$ cat config.mk
export PLATFORM = sky130hd
export DESIGN_NAME = dmem_arbiter_flat
export DESIGN_NICKNAME = d
export VERILOG_FILES = /design/src/rtl/dmem_arbiter_if.sv /design/src/rtl/dmem_arbiter.sv /design/src/flat_wrapper.sv
export SDC_FILE = /design/constraint.sdc
export NUM_CORES = 1
export LEC_CHECK = 0
export CAP_MARGIN = 20
export CELL_PAD_IN_SITES_DETAIL_PLACEMENT = 1
export CELL_PAD_IN_SITES_GLOBAL_PLACEMENT = 2
export CORE_MARGIN = 2
export CORE_UTILIZATION = 18
export DETAILED_ROUTE_END_ITERATION = 7
export PLACE_DENSITY = 0.86
export SETUP_SLACK_MARGIN = 0.5
export SYNTH_ARGS = -nofsm -noshare
export SYNTH_HDL_FRONTEND = slang
export SYNTH_SLANG_ARGS = --single-unit
$ cat constraint.sdc
create_clock -name clk -period 3.2 [get_ports clk]
set_clock_uncertainty 0.05 [all_clocks]
set_input_delay 0.64 -clock clk [delete_from_list [all_inputs] [get_ports clk]]
set_output_delay 0.64 -clock clk [all_outputs]
set_load 0.005 [all_outputs]
$ cat src/rtl/dmem_arbiter_if.sv
// dmem_arbiter_if: requester handshakes and data-memory bus of dmem_arbiter.
// master = requesters plus memory model side, slave = arbiter side.
interface dmem_arbiter_if #(
  parameter int ADDR_W = 10,
  parameter int DATA_W = 64
);
  logic              req0, req1, we0, we1;
  logic [ADDR_W-1:0] addr0, addr1;
  logic [DATA_W-1:0] wdata0, wdata1, rdata, mem_wdata, mem_rd;
  logic              done0, done1, stall0, mem_memread, mem_memwrite;
  logic [2:0]        mem_f3;
  logic [63:0]       mem_addr;
  modport master (
    output req0, req1, we0, we1, addr0, addr1, wdata0, wdata1, mem_rd,
    input  done0, done1, rdata, stall0, mem_memread, mem_memwrite, mem_f3, mem_addr, mem_wdata
  );
  modport slave (
    input  req0, req1, we0, we1, addr0, addr1, wdata0, wdata1, mem_rd,
    output done0, done1, rdata, stall0, mem_memread, mem_memwrite, mem_f3, mem_addr, mem_wdata
  );
endinterface

$ cat src/rtl/dmem_arbiter.sv
// dmem_arbiter: two-port data-memory arbiter, one IDLE/ISSUE/RESP transaction per 3 cycles.
// DMEM_ARB_RR_EN selects round-robin tie-break; default is fixed priority to port 0.
module dmem_arbiter #(
  parameter int ADDR_W = 10,
  parameter int DATA_W = 64
) (
  input logic           clk,
  input logic           rst,
  dmem_arbiter_if.slave bus
);
  typedef enum logic [1:0] {IDLE, ISSUE, RESP} state_e;
  state_e            state_q, state_d;
  logic              id_q, id_d, we_q, we_d;
  logic [ADDR_W-1:0] addr_q, addr_d;
  logic [DATA_W-1:0] wdata_q, wdata_d;
  logic              win, latch, issue, resp;
  assign latch = (state_q == IDLE) && (bus.req0 || bus.req1);
`ifdef DMEM_ARB_RR_EN
  logic last_q, last_d;
  assign win    = (bus.req0 && bus.req1) ? ~last_q : bus.req1;
  assign last_d = latch ? win : last_q;
  always_ff @(posedge clk) last_q <= rst ? 1'b1 : last_d;
`else
  assign win = ~bus.req0;
`endif
  always_comb begin
    state_d = state_q;
    id_d    = id_q;
    we_d    = we_q;
    addr_d  = addr_q;
    wdata_d = wdata_q;
    case (state_q)
      IDLE: if (latch) begin
        state_d = ISSUE;
        id_d    = win;
        we_d    = win ? bus.we1 : bus.we0;
        addr_d  = win ? bus.addr1 : bus.addr0;
        wdata_d = win ? bus.wdata1 : bus.wdata0;
      end
      ISSUE:   state_d = RESP;
      default: state_d = IDLE;
    endcase
  end
  always_ff @(posedge clk) begin
    if (rst) begin
      state_q <= IDLE;
      id_q    <= 1'b0;
      we_q    <= 1'b0;
      addr_q  <= '0;
      wdata_q <= '0;
    end else begin
      state_q <= state_d;
      id_q    <= id_d;
      we_q    <= we_d;
      addr_q  <= addr_d;
      wdata_q <= wdata_d;
    end
  end
  assign issue            = (state_q == ISSUE);
  assign resp             = (state_q == RESP);
  assign bus.mem_memread  = issue && !we_q;
  assign bus.mem_memwrite = issue && we_q;
  assign bus.mem_addr     = issue ? 64'(addr_q) : 64'd0;
  assign bus.mem_wdata    = issue ? wdata_q : '0;
  assign bus.mem_f3       = 3'b011;
  assign bus.done0        = resp && !id_q;
  assign bus.done1        = resp && id_q;
  assign bus.rdata        = (resp && !we_q) ? bus.mem_rd : '0;
  assign bus.stall0       = bus.req0 && !bus.done0;
endmodule

$ cat src/flat_wrapper.sv
// flat-port wrapper written by rule: the top's interface ports become plain ports
module dmem_arbiter_flat 
#(
  parameter int ADDR_W = 10,
  parameter int DATA_W = 64
)
  (clk, rst, bus_req0, bus_req1, bus_we0, bus_we1, bus_addr0, bus_addr1, bus_wdata0, bus_wdata1, bus_mem_rd, bus_done0, bus_done1, bus_rdata, bus_stall0, bus_mem_memread, bus_mem_memwrite, bus_mem_f3, bus_mem_addr, bus_mem_wdata);
  dmem_arbiter_if #(.ADDR_W(ADDR_W), .DATA_W(DATA_W)) bus_i ();
  input logic clk;
  input logic rst;
  input wire logic [$bits(bus_i.req0)-1:0] bus_req0;
  input wire logic [$bits(bus_i.req1)-1:0] bus_req1;
  input wire logic [$bits(bus_i.we0)-1:0] bus_we0;
  input wire logic [$bits(bus_i.we1)-1:0] bus_we1;
  input wire logic [$bits(bus_i.addr0)-1:0] bus_addr0;
  input wire logic [$bits(bus_i.addr1)-1:0] bus_addr1;
  input wire logic [$bits(bus_i.wdata0)-1:0] bus_wdata0;
  input wire logic [$bits(bus_i.wdata1)-1:0] bus_wdata1;
  input wire logic [$bits(bus_i.mem_rd)-1:0] bus_mem_rd;
  output wire logic [$bits(bus_i.done0)-1:0] bus_done0;
  output wire logic [$bits(bus_i.done1)-1:0] bus_done1;
  output wire logic [$bits(bus_i.rdata)-1:0] bus_rdata;
  output wire logic [$bits(bus_i.stall0)-1:0] bus_stall0;
  output wire logic [$bits(bus_i.mem_memread)-1:0] bus_mem_memread;
  output wire logic [$bits(bus_i.mem_memwrite)-1:0] bus_mem_memwrite;
  output wire logic [$bits(bus_i.mem_f3)-1:0] bus_mem_f3;
  output wire logic [$bits(bus_i.mem_addr)-1:0] bus_mem_addr;
  output wire logic [$bits(bus_i.mem_wdata)-1:0] bus_mem_wdata;
  assign bus_i.req0 = bus_req0;
  assign bus_i.req1 = bus_req1;
  assign bus_i.we0 = bus_we0;
  assign bus_i.we1 = bus_we1;
  assign bus_i.addr0 = bus_addr0;
  assign bus_i.addr1 = bus_addr1;
  assign bus_i.wdata0 = bus_wdata0;
  assign bus_i.wdata1 = bus_wdata1;
  assign bus_i.mem_rd = bus_mem_rd;
  assign bus_done0 = bus_i.done0;
  assign bus_done1 = bus_i.done1;
  assign bus_rdata = bus_i.rdata;
  assign bus_stall0 = bus_i.stall0;
  assign bus_mem_memread = bus_i.mem_memread;
  assign bus_mem_memwrite = bus_i.mem_memwrite;
  assign bus_mem_f3 = bus_i.mem_f3;
  assign bus_mem_addr = bus_i.mem_addr;
  assign bus_mem_wdata = bus_i.mem_wdata;
  dmem_arbiter #(.ADDR_W(ADDR_W), .DATA_W(DATA_W)) u_core (.clk(clk), .rst(rst), .bus(bus_i));
endmodule
# == Word level (Yosys, flattened, before mapping) ==
# Cells that the tools add are included.
# totals
reg_bits,78
input_bits,218
output_inout_bits,200
wordCells,30
# op_classes
eq_ne,3
n_mux,8
bitwise_logic,1
reduce_logical,13
# ops
operator,n
$mux W64,3
$mux W10,2
$logic_and A1 B1 Y1,7
$pmux W2 S2,1
$logic_not A1 Y1,3
$eq A2 B1 Y1 const B,1
$eq A2 B2 Y1 const B,1
$logic_not A2 Y1,1
$mux W2,1
$ne A2 B1 Y1 const B,1
$reduce_and A2 Y1,1
$logic_or A1 B1 Y1,1
$mux W1,1
$not A1 Y1,1

# == Depth between registers and ports, before layout ==
# depth
depth_word,4
mapped_depth,8
depth_no_buf,3

# == Least setup slack after synthesis ==
# Ideal clock, no wire load.
# synth_timing
kind,in2out
from,input bus_req0
to,output bus_stall0
arrival_time_ps,1434
t_required_ps,2510
setup_slack_ps,1076
cell_stages,4
path_buffers,3
cell_sequence,buf_2 -> buf_2 -> buf_2 -> nor2b_1
# synth_between
elab_chain_len,1
# synth_rtl
item,line,rtl
start: declaration,flat_wrapper.sv:11,input wire logic [$bits(bus_i.req0)-1:0] bus_req0;
$logic_and A1 B1 Y1,dmem_arbiter.sv:69,assign bus.stall0 = bus.req0 && !bus.done0;
end: declaration,flat_wrapper.sv:23,output wire logic [$bits(bus_i.stall0)-1:0] bus_stall0;
# No other way between the ends.

# == Worst setup path after layout ==
# layout_timing
from,register u_core.state_q[0]
to,output bus_rdata[5]
# layout_between
elab_chain_len,3
# layout_rtl
item,line,rtl
start: declaration,dmem_arbiter.sv:12,"state_e state_q, state_d;"
start signal: assignment,dmem_arbiter.sv:52,state_q <= state_d;
$eq A2 B2 Y1,dmem_arbiter.sv:60,assign resp = (state_q == RESP);
$logic_and A1 B1 Y1,dmem_arbiter.sv:68,assign bus.rdata = (resp && !we_q) ? bus.mem_rd : '0;
$mux W64,dmem_arbiter.sv:68,
end: declaration,flat_wrapper.sv:22,output wire logic [$bits(bus_i.rdata)-1:0] bus_rdata;
# No other way between the ends.

==> metrics.md <==
| Metric | Value |
|---|---|
| Filler cells | 3214 |
| # hold bufs at CTS | 0 |
| Vias in the first global route | 5070 |
| RSZ-0062 raised after global routing | no |
| DRT antenna net count | 0 |
| GP Congestion | 0.702 |
| Crit path required time | 2510 ps |
| CTS tree | yes |
| Worst Setup End Kind | output pin |
| GRT Resource Usage Total | 12.5% |
| Maxcap violations | 0 |
| Row Count | 61 |
| Period minus WS final | 2620 ps |
| Die height | 172 um |
| Crit path launch type | flop |
| Buffers and inverters on the worst path | 3 |
| Final wirelength | 21900 um |
| Clock-pin transition on the worst setup and hold timing paths | 60 ps |
| Final WS setup | 580 ps |
| Asr flop ratio synth | 0% |
| CTS Buffer Depth | 2 |
| Core area | 27900 um2 |
| Die Wd | 172 um |
| Area of the multi-input gates | 3080 um2 |
| DP Wirelength | 15300 um |
| Hold Crit Class | flop to flop |
| Post-route DRC | 0 |
| Global route total overflow | 0 |
| Cells after synthesis | 575 |
| Worst Path Arrival | 1930 ps |
| Leak | 3.58 nW |
| Die Area | 29700 um2 |
| Worst-skew pair later-pin latency | 330 ps |
| Setup TNS | 0 ps |
| Delay-heaviest family, CP | buffers and inverters |
| Vias post-DR | 5186 |
| Clock buffer count from CTS | 9 |
| Largest area contributor in the netlist | dfxtp_1 |
| Post-synth cell types | 16 |
| Final Cycle Share | 81.9% |
| Yosys top cell area share | 30.6% |
| Global-route wire length before repair | 28900 um |
| DR WL/cell | 17.0 um |
| Syn_area_per_cell | 8.88 um2 |
| Ratio of cells with drive above 1 in the final layout | 9.04% |
| Ranking of synthesized cells by area | dfxtp_1, and2_1, mux2i_1 |
| Syn Std Cell Area | 5110 um2 |
| Vias per std cell | 4.04 |
| Slew Limit Fails | 0 |
| Port Buffers | 360 |
| Synth-to-layout area growth | 82.0% |
| Final Hold Viols | 0 |
| Critical-path cell list | nand2b_4 -> nor2_4 -> buf_12 -> clkbuf_16 -> and2_1 -> clkdlybuf4s50_1 |
| Main flop type after synthesis | dfxtp_1 |
| Worst-path fanout max | 16 |
| Initial Util | 18.3% |
| Largest net degree at the start of global routing | 78 |
| Register Area | 1560 um2 |
| Commonest cells post-synth | and2_1, dfxtp_1, a21oi_1, mux2i_1, buf_4 |
| Clk root buf | clkbuf_16 |
| #FFs+latches synth | 78 |
| Post-synth EDFFs | 0 |
| Most common cell in the netlist | and2_1 |
| Maximum vdd ir drop | 0.239 mV |
| Worst slew pin tran | 923 ps |
| Warning count from the yosys run | 0 |
| Ant diodes | 0 |
| Initial DRC count | 138 |
| Max-slew headroom | 38.5% |
| Final Net Count | 1120 |
| Initial antenna violation count | 0 |
| Highest clock rate | 382 MHz |
| Pre-antenna DRT Iters | 4 |
| Outcome | finished, final reports clean |
| Pre-CTS WS | 672 ps |
| Post-synthesis sequential area ratio | 30.6% |
| Critical-path top delay cell | clkdlybuf4s50_1 |
| Setup violators final | 0 |
| H-tree depth | 3 |
| Clock sinks | 78 |
| PD cells | 339 nW/um2 |
| WS Path Type | flop to output pin |
| Max incr delay on CP | 520 ps |
| Tot Pwr | 0.00315 W |
| Top Ports | 418 |
logic make-up after synthesis:
logic type | count (synthesis) | share of synthesized area [%]
other | 2 | 0.147
muxes | 75 | 14.7
DFF | 78 | 30.6
AOI/OAI and AO/OA | 152 | 22.5
and+or+nand+nor | 152 | 18.3
buffers and inverters | 116 | 13.7
routing by layer:
layer | part of all wire [%] | wire length [um] | track usage (%) | vias to the layer above
li1 | - | - | - | 2534
met1 | 42 | 9200 | 15.5 | 2466
met2 | 51 | 11100 | 21.9 | 177
met3 | 6.6 | 1450 | 3.43 | 9
met4 | 0.66 | 144 | 2.30 | 0
met5 | 0 | 0 | 0 | -
worst min-delay path: stages, from the launching register on:
cell and delay, ps:
dfxtp_1 300, a21oi_1 110, a211oi_1 60
layout by cell type, fill, tap and decap left out:
cell type / count
clkdlybuf4s50_1: 358
and2_1: 139
a21oi_1: 76
dfxtp_1: 76
mux2i_1: 75
conb_1: 57
a211oi_2: 40
a211oi_1: 36
clkbuf_16: 13
buf_12: 7
buf_4: 5
nor2_1: 4
nor2_4: 2
nor2b_1: 2
clkinv_4: 2
clkinvlp_4: 2
buf_6: 2
dfxtp_2: 2
nor2b_4: 1
nand2b_4: 1
nand2b_1: 1
inv_1: 1
or2_2: 1
and2_4: 1
clkinv_2: 1
clkbuf_8: 1
inv_6: 1
stage by stage:
stage	instance area, um2	hold WS (ps)	util [%]	cells
5_1_grt	9290	486	33.4	1285
2_1_floorplan	5310	414	-	630
3_3_place_gp	8820	458	31.7	1261
4_1_cts	9120	474	32.7	1277
3_5_place_dp	8820	466	31.7	1261
6_report	9290	468	33.4	1285
power breakdown:
part           switching (W)  internal [W]  leakage (nW)
logic               0.000437      0.000582          2.80
clock network       0.000442      0.000551         0.135
registers          0.0000535       0.00108         0.649
final cells by class:
class,count,area share (%)
Timing Repair Buffer,376,41.8
Sequential cell,78,16.8
Inverter,1,0.0404
Multi-Input combinational cell,436,33.2
Tap cell,378,5.09
Clock inverter,6,0.498
Clock buffer,10,2.57
path summary, 6_finish.rpt:
kind                                           to  depth (start not counted)                            from  slack (ps)
hold / removal      u_core.addr_q[4]$_SDFFE_PP0P_                          2   u_core.addr_q[4]$_SDFFE_PP0P_         470
setup reg to reg  u_core.wdata_q[33]$_SDFFE_PP0P_                          4  u_core.state_q[1]$_SDFFE_PP0P_        1370
hold reg to reg     u_core.addr_q[4]$_SDFFE_PP0P_                          2   u_core.addr_q[4]$_SDFFE_PP0P_         470
setup / recovery                     bus_rdata[5]                          6  u_core.state_q[0]$_SDFFE_PP0P_         580
registers in the layout, summed over array words and instances, names as in the netlist:
| name | cells |
|---|---|
| u_core.state_q | 2 |
| u_core.we_q | 1 |
| u_core.wdata_q | 64 |
| u_core.addr_q | 10 |
| u_core.id_q | 1 |
timing repair:
| action | in CTS | in global routing |
|---|---|---|
| endpoints found under the setup margin | 66 | 138 |
| setup buffers | 0 | 2 |
| pin swaps | 0 | 1 |
| gates resized for setup | 4 | 4 |
| gates cloned | 0 | 6 |
Power figures use the tool's default switching activity.
